==> src/rtl/load_store_unit_if.sv <==
// Bundles the load/store unit's core-side request/response handshake and its
// word-addressed memory port.
//   req_valid/req_ready, mem_write, funct3, addr, wdata : request from the core
//   resp_valid, rdata, misaligned                       : completion to the core
//   mem_req, mem_we, mem_addr, mem_be, mem_wdata        : request to memory
//   mem_ack, mem_rdata                                  : completion from memory
// slave  : the view taken by load_store_unit.
// master : the view taken by its environment (core + memory).
interface load_store_unit_if;
  localparam int unsigned XLEN = 32;
  localparam int unsigned BE_W = XLEN / 8;

  logic              req_valid;
  logic              req_ready;
  logic              mem_write;
  logic [2:0]        funct3;
  logic [XLEN-1:0]   addr;
  logic [XLEN-1:0]   wdata;
  logic              resp_valid;
  logic [XLEN-1:0]   rdata;
  logic              misaligned;
  logic              mem_req;
  logic              mem_we;
  logic [XLEN-1:0]   mem_addr;
  logic [BE_W-1:0]   mem_be;
  logic [XLEN-1:0]   mem_wdata;
  logic              mem_ack;
  logic [XLEN-1:0]   mem_rdata;

  modport slave (
    input  req_valid, mem_write, funct3, addr, wdata, mem_ack, mem_rdata,
    output req_ready, resp_valid, rdata, misaligned,
           mem_req, mem_we, mem_addr, mem_be, mem_wdata
  );

  modport master (
    output req_valid, mem_write, funct3, addr, wdata, mem_ack, mem_rdata,
    input  req_ready, resp_valid, rdata, misaligned,
           mem_req, mem_we, mem_addr, mem_be, mem_wdata
  );
endinterface

==> src/rtl/load_store_unit.sv <==
// Multicycle RV32I data-memory access unit. Accepts one load/store in IDLE,
// issues a single word-addressed memory access with byte enables, waits for
// mem_ack, then returns extended load data (or flags an illegal/misaligned
// access without touching memory) with a one-cycle resp_valid pulse.
// Ports:
//   clk   : core clock, rising edge
//   rst_n : asynchronous active-low reset
//   bus   : load_store_unit_if.slave (request, response and memory port)
// All outputs are registered; memory outputs come only from captured fields.
module load_store_unit (
  input  logic                clk,
  input  logic                rst_n,
  load_store_unit_if.slave    bus
);

  localparam int unsigned XLEN = 32;
  localparam int unsigned BE_W = XLEN / 8;

  typedef enum logic [1:0] {IDLE, ACCESS, RESP} state_t;

  state_t            state_q, state_d;
  logic              req_ready_q, req_ready_d;
  logic              resp_valid_q, resp_valid_d;
  logic [XLEN-1:0]   rdata_q, rdata_d;
  logic              misaligned_q, misaligned_d;
  logic              mem_req_q, mem_req_d;
  logic              mem_we_q, mem_we_d;
  logic [XLEN-1:0]   mem_addr_q, mem_addr_d;
  logic [BE_W-1:0]   mem_be_q, mem_be_d;
  logic [XLEN-1:0]   mem_wdata_q, mem_wdata_d;
  logic [2:0]        funct3_q, funct3_d;
  logic [1:0]        off_q, off_d;

  logic              legal_c;
  logic [BE_W-1:0]   be_c;
  logic [XLEN-1:0]   lane_wdata_c;
  logic [7:0]        byte_c;
  logic [15:0]       half_c;
  logic [XLEN-1:0]   load_data_c;

  // Legality of the incoming request: size/sign encoding and natural alignment.
  always_comb begin
    legal_c = 1'b0;
    unique case (bus.funct3)
      3'b000:         legal_c = 1'b1;
      3'b001:         legal_c = ~bus.addr[0];
      3'b010:         legal_c = (bus.addr[1:0] == 2'b00);
      3'b100:         legal_c = ~bus.mem_write;
      3'b101:         legal_c = ~bus.mem_write & ~bus.addr[0];
      default:        legal_c = 1'b0;
    endcase
  end

  // Byte enables and lane-replicated store data for the incoming request.
  always_comb begin
    be_c         = 4'b1111;
    lane_wdata_c = '0;
    if (bus.mem_write) begin
      unique case (bus.funct3[1:0])
        2'b00: begin
          be_c         = 4'b0001 << bus.addr[1:0];
          lane_wdata_c = {4{bus.wdata[7:0]}};
        end
        2'b01: begin
          be_c         = bus.addr[1] ? 4'b1100 : 4'b0011;
          lane_wdata_c = {2{bus.wdata[15:0]}};
        end
        default: begin
          be_c         = 4'b1111;
          lane_wdata_c = bus.wdata;
        end
      endcase
    end
  end

  // Lane extraction and sign/zero extension of the returned memory word.
  always_comb begin
    byte_c = bus.mem_rdata[{off_q, 3'b000} +: 8];
    half_c = off_q[1] ? bus.mem_rdata[31:16] : bus.mem_rdata[15:0];
    unique case (funct3_q)
      3'b000:  load_data_c = {{24{byte_c[7]}}, byte_c};
      3'b001:  load_data_c = {{16{half_c[15]}}, half_c};
      3'b100:  load_data_c = {24'h000000, byte_c};
      3'b101:  load_data_c = {16'h0000, half_c};
      default: load_data_c = bus.mem_rdata;
    endcase
  end

  // Next-state and next-output logic; every register holds unless updated.
  always_comb begin
    state_d      = state_q;
    req_ready_d  = 1'b0;
    resp_valid_d = 1'b0;
    mem_req_d    = 1'b0;
    rdata_d      = rdata_q;
    misaligned_d = misaligned_q;
    mem_we_d     = mem_we_q;
    mem_addr_d   = mem_addr_q;
    mem_be_d     = mem_be_q;
    mem_wdata_d  = mem_wdata_q;
    funct3_d     = funct3_q;
    off_d        = off_q;

    unique case (state_q)
      IDLE: begin
        req_ready_d = 1'b1;
        if (bus.req_valid) begin
          req_ready_d = 1'b0;
          funct3_d    = bus.funct3;
          off_d       = bus.addr[1:0];
          if (legal_c) begin
            state_d     = ACCESS;
            mem_req_d   = 1'b1;
            mem_we_d    = bus.mem_write;
            mem_addr_d  = {bus.addr[XLEN-1:2], 2'b00};
            mem_be_d    = be_c;
            mem_wdata_d = lane_wdata_c;
          end else begin
            state_d      = RESP;
            resp_valid_d = 1'b1;
            misaligned_d = 1'b1;
            rdata_d      = '0;
          end
        end
      end
      ACCESS: begin
        mem_req_d = 1'b1;
        if (bus.mem_ack) begin
          state_d      = RESP;
          mem_req_d    = 1'b0;
          resp_valid_d = 1'b1;
          misaligned_d = 1'b0;
          rdata_d      = mem_we_q ? '0 : load_data_c;
        end
      end
      RESP: begin
        state_d     = IDLE;
        req_ready_d = 1'b1;
      end
      default: begin
        state_d     = IDLE;
        req_ready_d = 1'b1;
      end
    endcase
  end

  // State and output registers; reset aborts any access in flight.
  always_ff @(posedge clk or negedge rst_n) begin
    if (!rst_n) begin
      state_q      <= IDLE;
      req_ready_q  <= 1'b1;
      resp_valid_q <= 1'b0;
      rdata_q      <= '0;
      misaligned_q <= 1'b0;
      mem_req_q    <= 1'b0;
      mem_we_q     <= 1'b0;
      mem_addr_q   <= '0;
      mem_be_q     <= '0;
      mem_wdata_q  <= '0;
      funct3_q     <= '0;
      off_q        <= '0;
    end else begin
      state_q      <= state_d;
      req_ready_q  <= req_ready_d;
      resp_valid_q <= resp_valid_d;
      rdata_q      <= rdata_d;
      misaligned_q <= misaligned_d;
      mem_req_q    <= mem_req_d;
      mem_we_q     <= mem_we_d;
      mem_addr_q   <= mem_addr_d;
      mem_be_q     <= mem_be_d;
      mem_wdata_q  <= mem_wdata_d;
      funct3_q     <= funct3_d;
      off_q        <= off_d;
    end
  end

  assign bus.req_ready  = req_ready_q;
  assign bus.resp_valid = resp_valid_q;
  assign bus.rdata      = rdata_q;
  assign bus.misaligned = misaligned_q;
  assign bus.mem_req    = mem_req_q;
  assign bus.mem_we     = mem_we_q;
  assign bus.mem_addr   = mem_addr_q;
  assign bus.mem_be     = mem_be_q;
  assign bus.mem_wdata  = mem_wdata_q;

endmodule
==> src/flat_wrapper.sv <==
// flat-port wrapper written by rule: the top's interface ports become plain ports
module load_store_unit_flat 
  (clk, rst_n, bus_req_valid, bus_mem_write, bus_funct3, bus_addr, bus_wdata, bus_mem_ack, bus_mem_rdata, bus_req_ready, bus_resp_valid, bus_rdata, bus_misaligned, bus_mem_req, bus_mem_we, bus_mem_addr, bus_mem_be, bus_mem_wdata);
  load_store_unit_if bus_i ();
  input  logic clk;
  input  logic rst_n;
  input wire logic [$bits(bus_i.req_valid)-1:0] bus_req_valid;
  input wire logic [$bits(bus_i.mem_write)-1:0] bus_mem_write;
  input wire logic [$bits(bus_i.funct3)-1:0] bus_funct3;
  input wire logic [$bits(bus_i.addr)-1:0] bus_addr;
  input wire logic [$bits(bus_i.wdata)-1:0] bus_wdata;
  input wire logic [$bits(bus_i.mem_ack)-1:0] bus_mem_ack;
  input wire logic [$bits(bus_i.mem_rdata)-1:0] bus_mem_rdata;
  output wire logic [$bits(bus_i.req_ready)-1:0] bus_req_ready;
  output wire logic [$bits(bus_i.resp_valid)-1:0] bus_resp_valid;
  output wire logic [$bits(bus_i.rdata)-1:0] bus_rdata;
  output wire logic [$bits(bus_i.misaligned)-1:0] bus_misaligned;
  output wire logic [$bits(bus_i.mem_req)-1:0] bus_mem_req;
  output wire logic [$bits(bus_i.mem_we)-1:0] bus_mem_we;
  output wire logic [$bits(bus_i.mem_addr)-1:0] bus_mem_addr;
  output wire logic [$bits(bus_i.mem_be)-1:0] bus_mem_be;
  output wire logic [$bits(bus_i.mem_wdata)-1:0] bus_mem_wdata;
  assign bus_i.req_valid = bus_req_valid;
  assign bus_i.mem_write = bus_mem_write;
  assign bus_i.funct3 = bus_funct3;
  assign bus_i.addr = bus_addr;
  assign bus_i.wdata = bus_wdata;
  assign bus_i.mem_ack = bus_mem_ack;
  assign bus_i.mem_rdata = bus_mem_rdata;
  assign bus_req_ready = bus_i.req_ready;
  assign bus_resp_valid = bus_i.resp_valid;
  assign bus_rdata = bus_i.rdata;
  assign bus_misaligned = bus_i.misaligned;
  assign bus_mem_req = bus_i.mem_req;
  assign bus_mem_we = bus_i.mem_we;
  assign bus_mem_addr = bus_i.mem_addr;
  assign bus_mem_be = bus_i.mem_be;
  assign bus_mem_wdata = bus_i.mem_wdata;
  load_store_unit u_core (.clk(clk), .rst_n(rst_n), .bus(bus_i));
endmodule
==> config.mk <==
export PLATFORM = sky130hd
export DESIGN_NAME = load_store_unit_flat
export DESIGN_NICKNAME = d
export VERILOG_FILES = /design/src/rtl/load_store_unit_if.sv /design/src/rtl/load_store_unit.sv /design/src/flat_wrapper.sv
export SDC_FILE = /design/constraint.sdc
export NUM_CORES = 1
export LEC_CHECK = 0
export ABC_AREA = 1
export CORE_ASPECT_RATIO = 0.9
export CORE_MARGIN = 1.5
export CORE_UTILIZATION = 45
export CTS_CLUSTER_DIAMETER = 50
export CTS_CLUSTER_SIZE = 40
export DETAILED_ROUTE_END_ITERATION = 16
export GPL_TIMING_DRIVEN = 0
export HOLD_SLACK_MARGIN = 0.08
export PLACE_DENSITY = 0.83
export SYNTH_ARGS = -nofsm -noshare
export SYNTH_HDL_FRONTEND = slang
export SYNTH_SLANG_ARGS = --single-unit
==> constraint.sdc <==
create_clock -name clk -period 2.62 [get_ports clk]
set_input_delay 0.655 -clock clk [delete_from_list [all_inputs] [get_ports clk]]
set_output_delay 0.655 -clock clk [all_outputs]
set_load 0.005 [all_outputs]
==> metrics.md <==
| Metric | Value |
|---|---|
| Post-route ant nets | `0` |
| Cell variety after synth | `25` |
| Worst-Margin Slew | `between 800 and 900 ps` |
| Total Wirelength | `about 17,000 um` |
| Ys Warns | `0` |
| RePlAce Congestion | `0.940` |
| DRC | `0` |
| First-pass GRT wire length | `27,300 um` |
| Slack of the critical path | `561 ps` |
| # rows | `36` |
| Initial antenna violation count | `0` |
| Clock root cell | `clkbuf_16` |
| Fraction of layout cells with a size suffix above 1 | `0.0643` |
| Die Height | `~100 um` |
| Largest net degree at the start of global routing | `between 60 and 70` |
| Vias/cell | `roughly 5.3` |
| Final net count | `985` |
| Num CTS Buffers | `9` |
| Crit. End Element | `flip-flop` |
| Number of global-route vias before repair | `between 5,000 and 6,000` |
| Final hold vios | `0` |
| Power Total | `between 5000 and 6000 uW` |
| Worst-Skew Late Latency | `350 ps` |
| R2R Setup Slk | `~900 ps` |
| CP arrival | `around 2300 ps` |
| Worst hold-check path type | `input pin to asynchronous set/reset pin` |
| Post-Place Worst Slack | `221 ps` |
| Max Clock Skew | `between 5 and 6 ps` |
| Max-slew headroom | `0.425` |
| Die Width | `116 um` |
| GRT Total Usage | `0.291` |
| Post-synthesis cell area | `between 5000 and 6000 um2` |
| Die ar. | `about 12,000 um2` |
| Avg Inst Size Synth | `approximately 7.8 um2` |
| Minimum clock period | `2060 ps` |
| Max rail drop VDD | `0.578 mV` |
| DP Area | `~7400 um2` |
| Seq/Total Area, Yosys | `0.534` |
| GRT overflow | `0` |
| Status | `completed` |
| Peak Freq | `approximately 500 MHz` |
| Post-CTS setup buffers | `0` |
| Max Cap Viol | `0` |
| Synth Register Bits | `110` |
| Num Clock Sinks | `110` |
| # resized after CTS | `0` |
| H-tree lvl count | `3` |
| CTS clock-pin slew for the worst setup and hold paths | `about 70 ps` |
| Power per cell area | `about 760 nW/um2` |
| IO buf count | `between 200 and 250` |
| Starting Density | `0.469` |
| WS Path Type | `input pin to flip-flop` |
| ANT cells | `0` |
| Leading cell type in the layout, fill and taps excluded | `nand2_1` |
| Pre-Repair DR Iteration Count | `6` |
| Tcrit/Tclk final | `0.786` |
| Gate Count Post-Synth | `approximately 660` |
| I/O pin cnt | `around 210` |
| Final setup fails | `0` |
| Leakage | `0.00376 uW` |
| Drt first-iter violations | `548` |
| Vias | `5,487` |
| Clk buf depth | `2` |
| Layout overhead on the synthesized area | `49.4%` |
| Wire per inst | `16.6 um` |
| Area of the core | `11,000 um2` |
| Most frequent cells in the layout | `nand2_1 (254), clkdlybuf4s50_1 (205), dfrtp_1 (109), o21ai_0 (67), nor2_1 (55)` |
| Hold_buf cts | `0` |
| Critical Path RT | `between 2000 and 3000 ps` |
| Max-slew violations | `0` |
| CTS tree | `built` |
| Final Cell Area | `between 7000 and 8000 um2` |
| Number of fill cells in the layout | `slightly below 900` |
| HPWL after DPL | `roughly 13,000 um` |
| CP Max Fanout | `10` |
| Worst setup SP type | `input pin` |
| RSZ-0062 raised after global routing | `no` |
[per-stage QoR]
stage	util	hold slack (ps)	TNS, ps	instances
4_1_cts	0.701	441	0	1038
3_3_place_gp	0.675	432	-346460	1021
6_report	0.701	419	0	1038
2_1_floorplan	-	359	0	663
3_5_place_dp	0.677	441	0	1022
5_1_grt	0.701	473	0	1038
[synthesized netlist by cell type]
cell type | number | area [um2]
a21oi_1 | 12 | 60.1
buf_2 | 19 | 95.1
buf_4 | 6 | 45.0
buf_6 | 2 | 22.5
clkbuf_1 | 9 | 33.8
conb_1 | 1 | 3.75
dfrtp_1 | 109 | 2730
dfstp_2 | 1 | 26.3
inv_1 | 43 | 161
inv_2 | 5 | 18.8
nand2_1 | 254 | 953
nand2_2 | 4 | 25.0
nand2_4 | 1 | 11.3
nand3_1 | 24 | 120
nand3_2 | 1 | 10.0
nand4_1 | 4 | 25.0
nor2_1 | 55 | 206
nor2_8 | 1 | 20.0
nor3_1 | 2 | 10.0
o211ai_1 | 1 | 7.51
o21a_1 | 1 | 7.51
o21ai_0 | 67 | 335
o21ai_1 | 31 | 155
o21bai_1 | 1 | 7.51
o221ai_1 | 8 | 70.1
[routing by layer]
metal	share of wire	GRT usage	wire [um]	vias up
met5	0	0	0	-
met2	0.48	0.473	8200	333
met1	0.38	0.351	6550	2561
li1	-	-	-	2542
met4	0.030	0.110	518	0
met3	0.11	0.110	1940	51
[worst paths after layout]
kind	endpoint	start	cells after the start
worst max-delay path	u_core.bus.mem_wdata[29]	bus_funct3[1]	6
worst min-delay path	u_core.bus.rdata[9]	rst_n	1
worst max register to register	u_core.bus.rdata[9]	u_core.off_q[1]	7
worst min register to register	u_core.bus.req_ready	u_core.state_q[0]	1
max in group asynchronous	u_core.bus.mem_addr[19]	rst_n	2
min in group clk	u_core.bus.req_ready	u_core.state_q[0]	1
[flip-flops by register name, summed over array words and instances (netlist names)]
name and flops:
u_core.off_q 2, u_core.bus.mem_be 4, u_core.state_q 2, u_core.bus.req_ready 1, u_core.bus.rdata 32, u_core.bus.mem_req 1
u_core.funct3_q 3, u_core.bus.mem_wdata 32, u_core.bus.misaligned 1, u_core.bus.mem_we 1, u_core.bus.resp_valid 1, u_core.bus.mem_addr 30
[logic make-up after synthesis]
family / Yosys count / synth area share
AO/OA/AOI/OAI: 121 / 0.125
buffers and inverters: 84 / 0.0730
flip-flops: 110 / 0.534
other: 1 / 0.000727
AND/OR/NAND/NOR: 346 / 0.268
[power breakdown]
part           internal (uW)  switching, uW
Combinational           1150           1000
Clock                    645            633
Sequential              2130            282
[layout make-up]
| class | count | area (um2) | area share |
|---|---|---|---|
| multi-input cells | 469 | 2030 | 0.264 |
| clock inverters | 6 | 37.5 | 0.00487 |
| plain buffers | 36 | 196 | 0.0255 |
| clock buffers | 10 | 229 | 0.0297 |
| inverters | 48 | 180 | 0.0234 |
| well taps | 152 | 190 | 0.0247 |
| flip-flops and latches | 110 | 2750 | 0.357 |
| repair buffers | 207 | 2090 | 0.271 |
[worst max-delay path, cell delays in order]
cell	delay [ps]
clkdlybuf4s50_1	430
inv_2	120
clkbuf_1	400
nand2_1	320
o221ai_1	280
o21ai_1	90
Power figures use the tool's default switching activity.
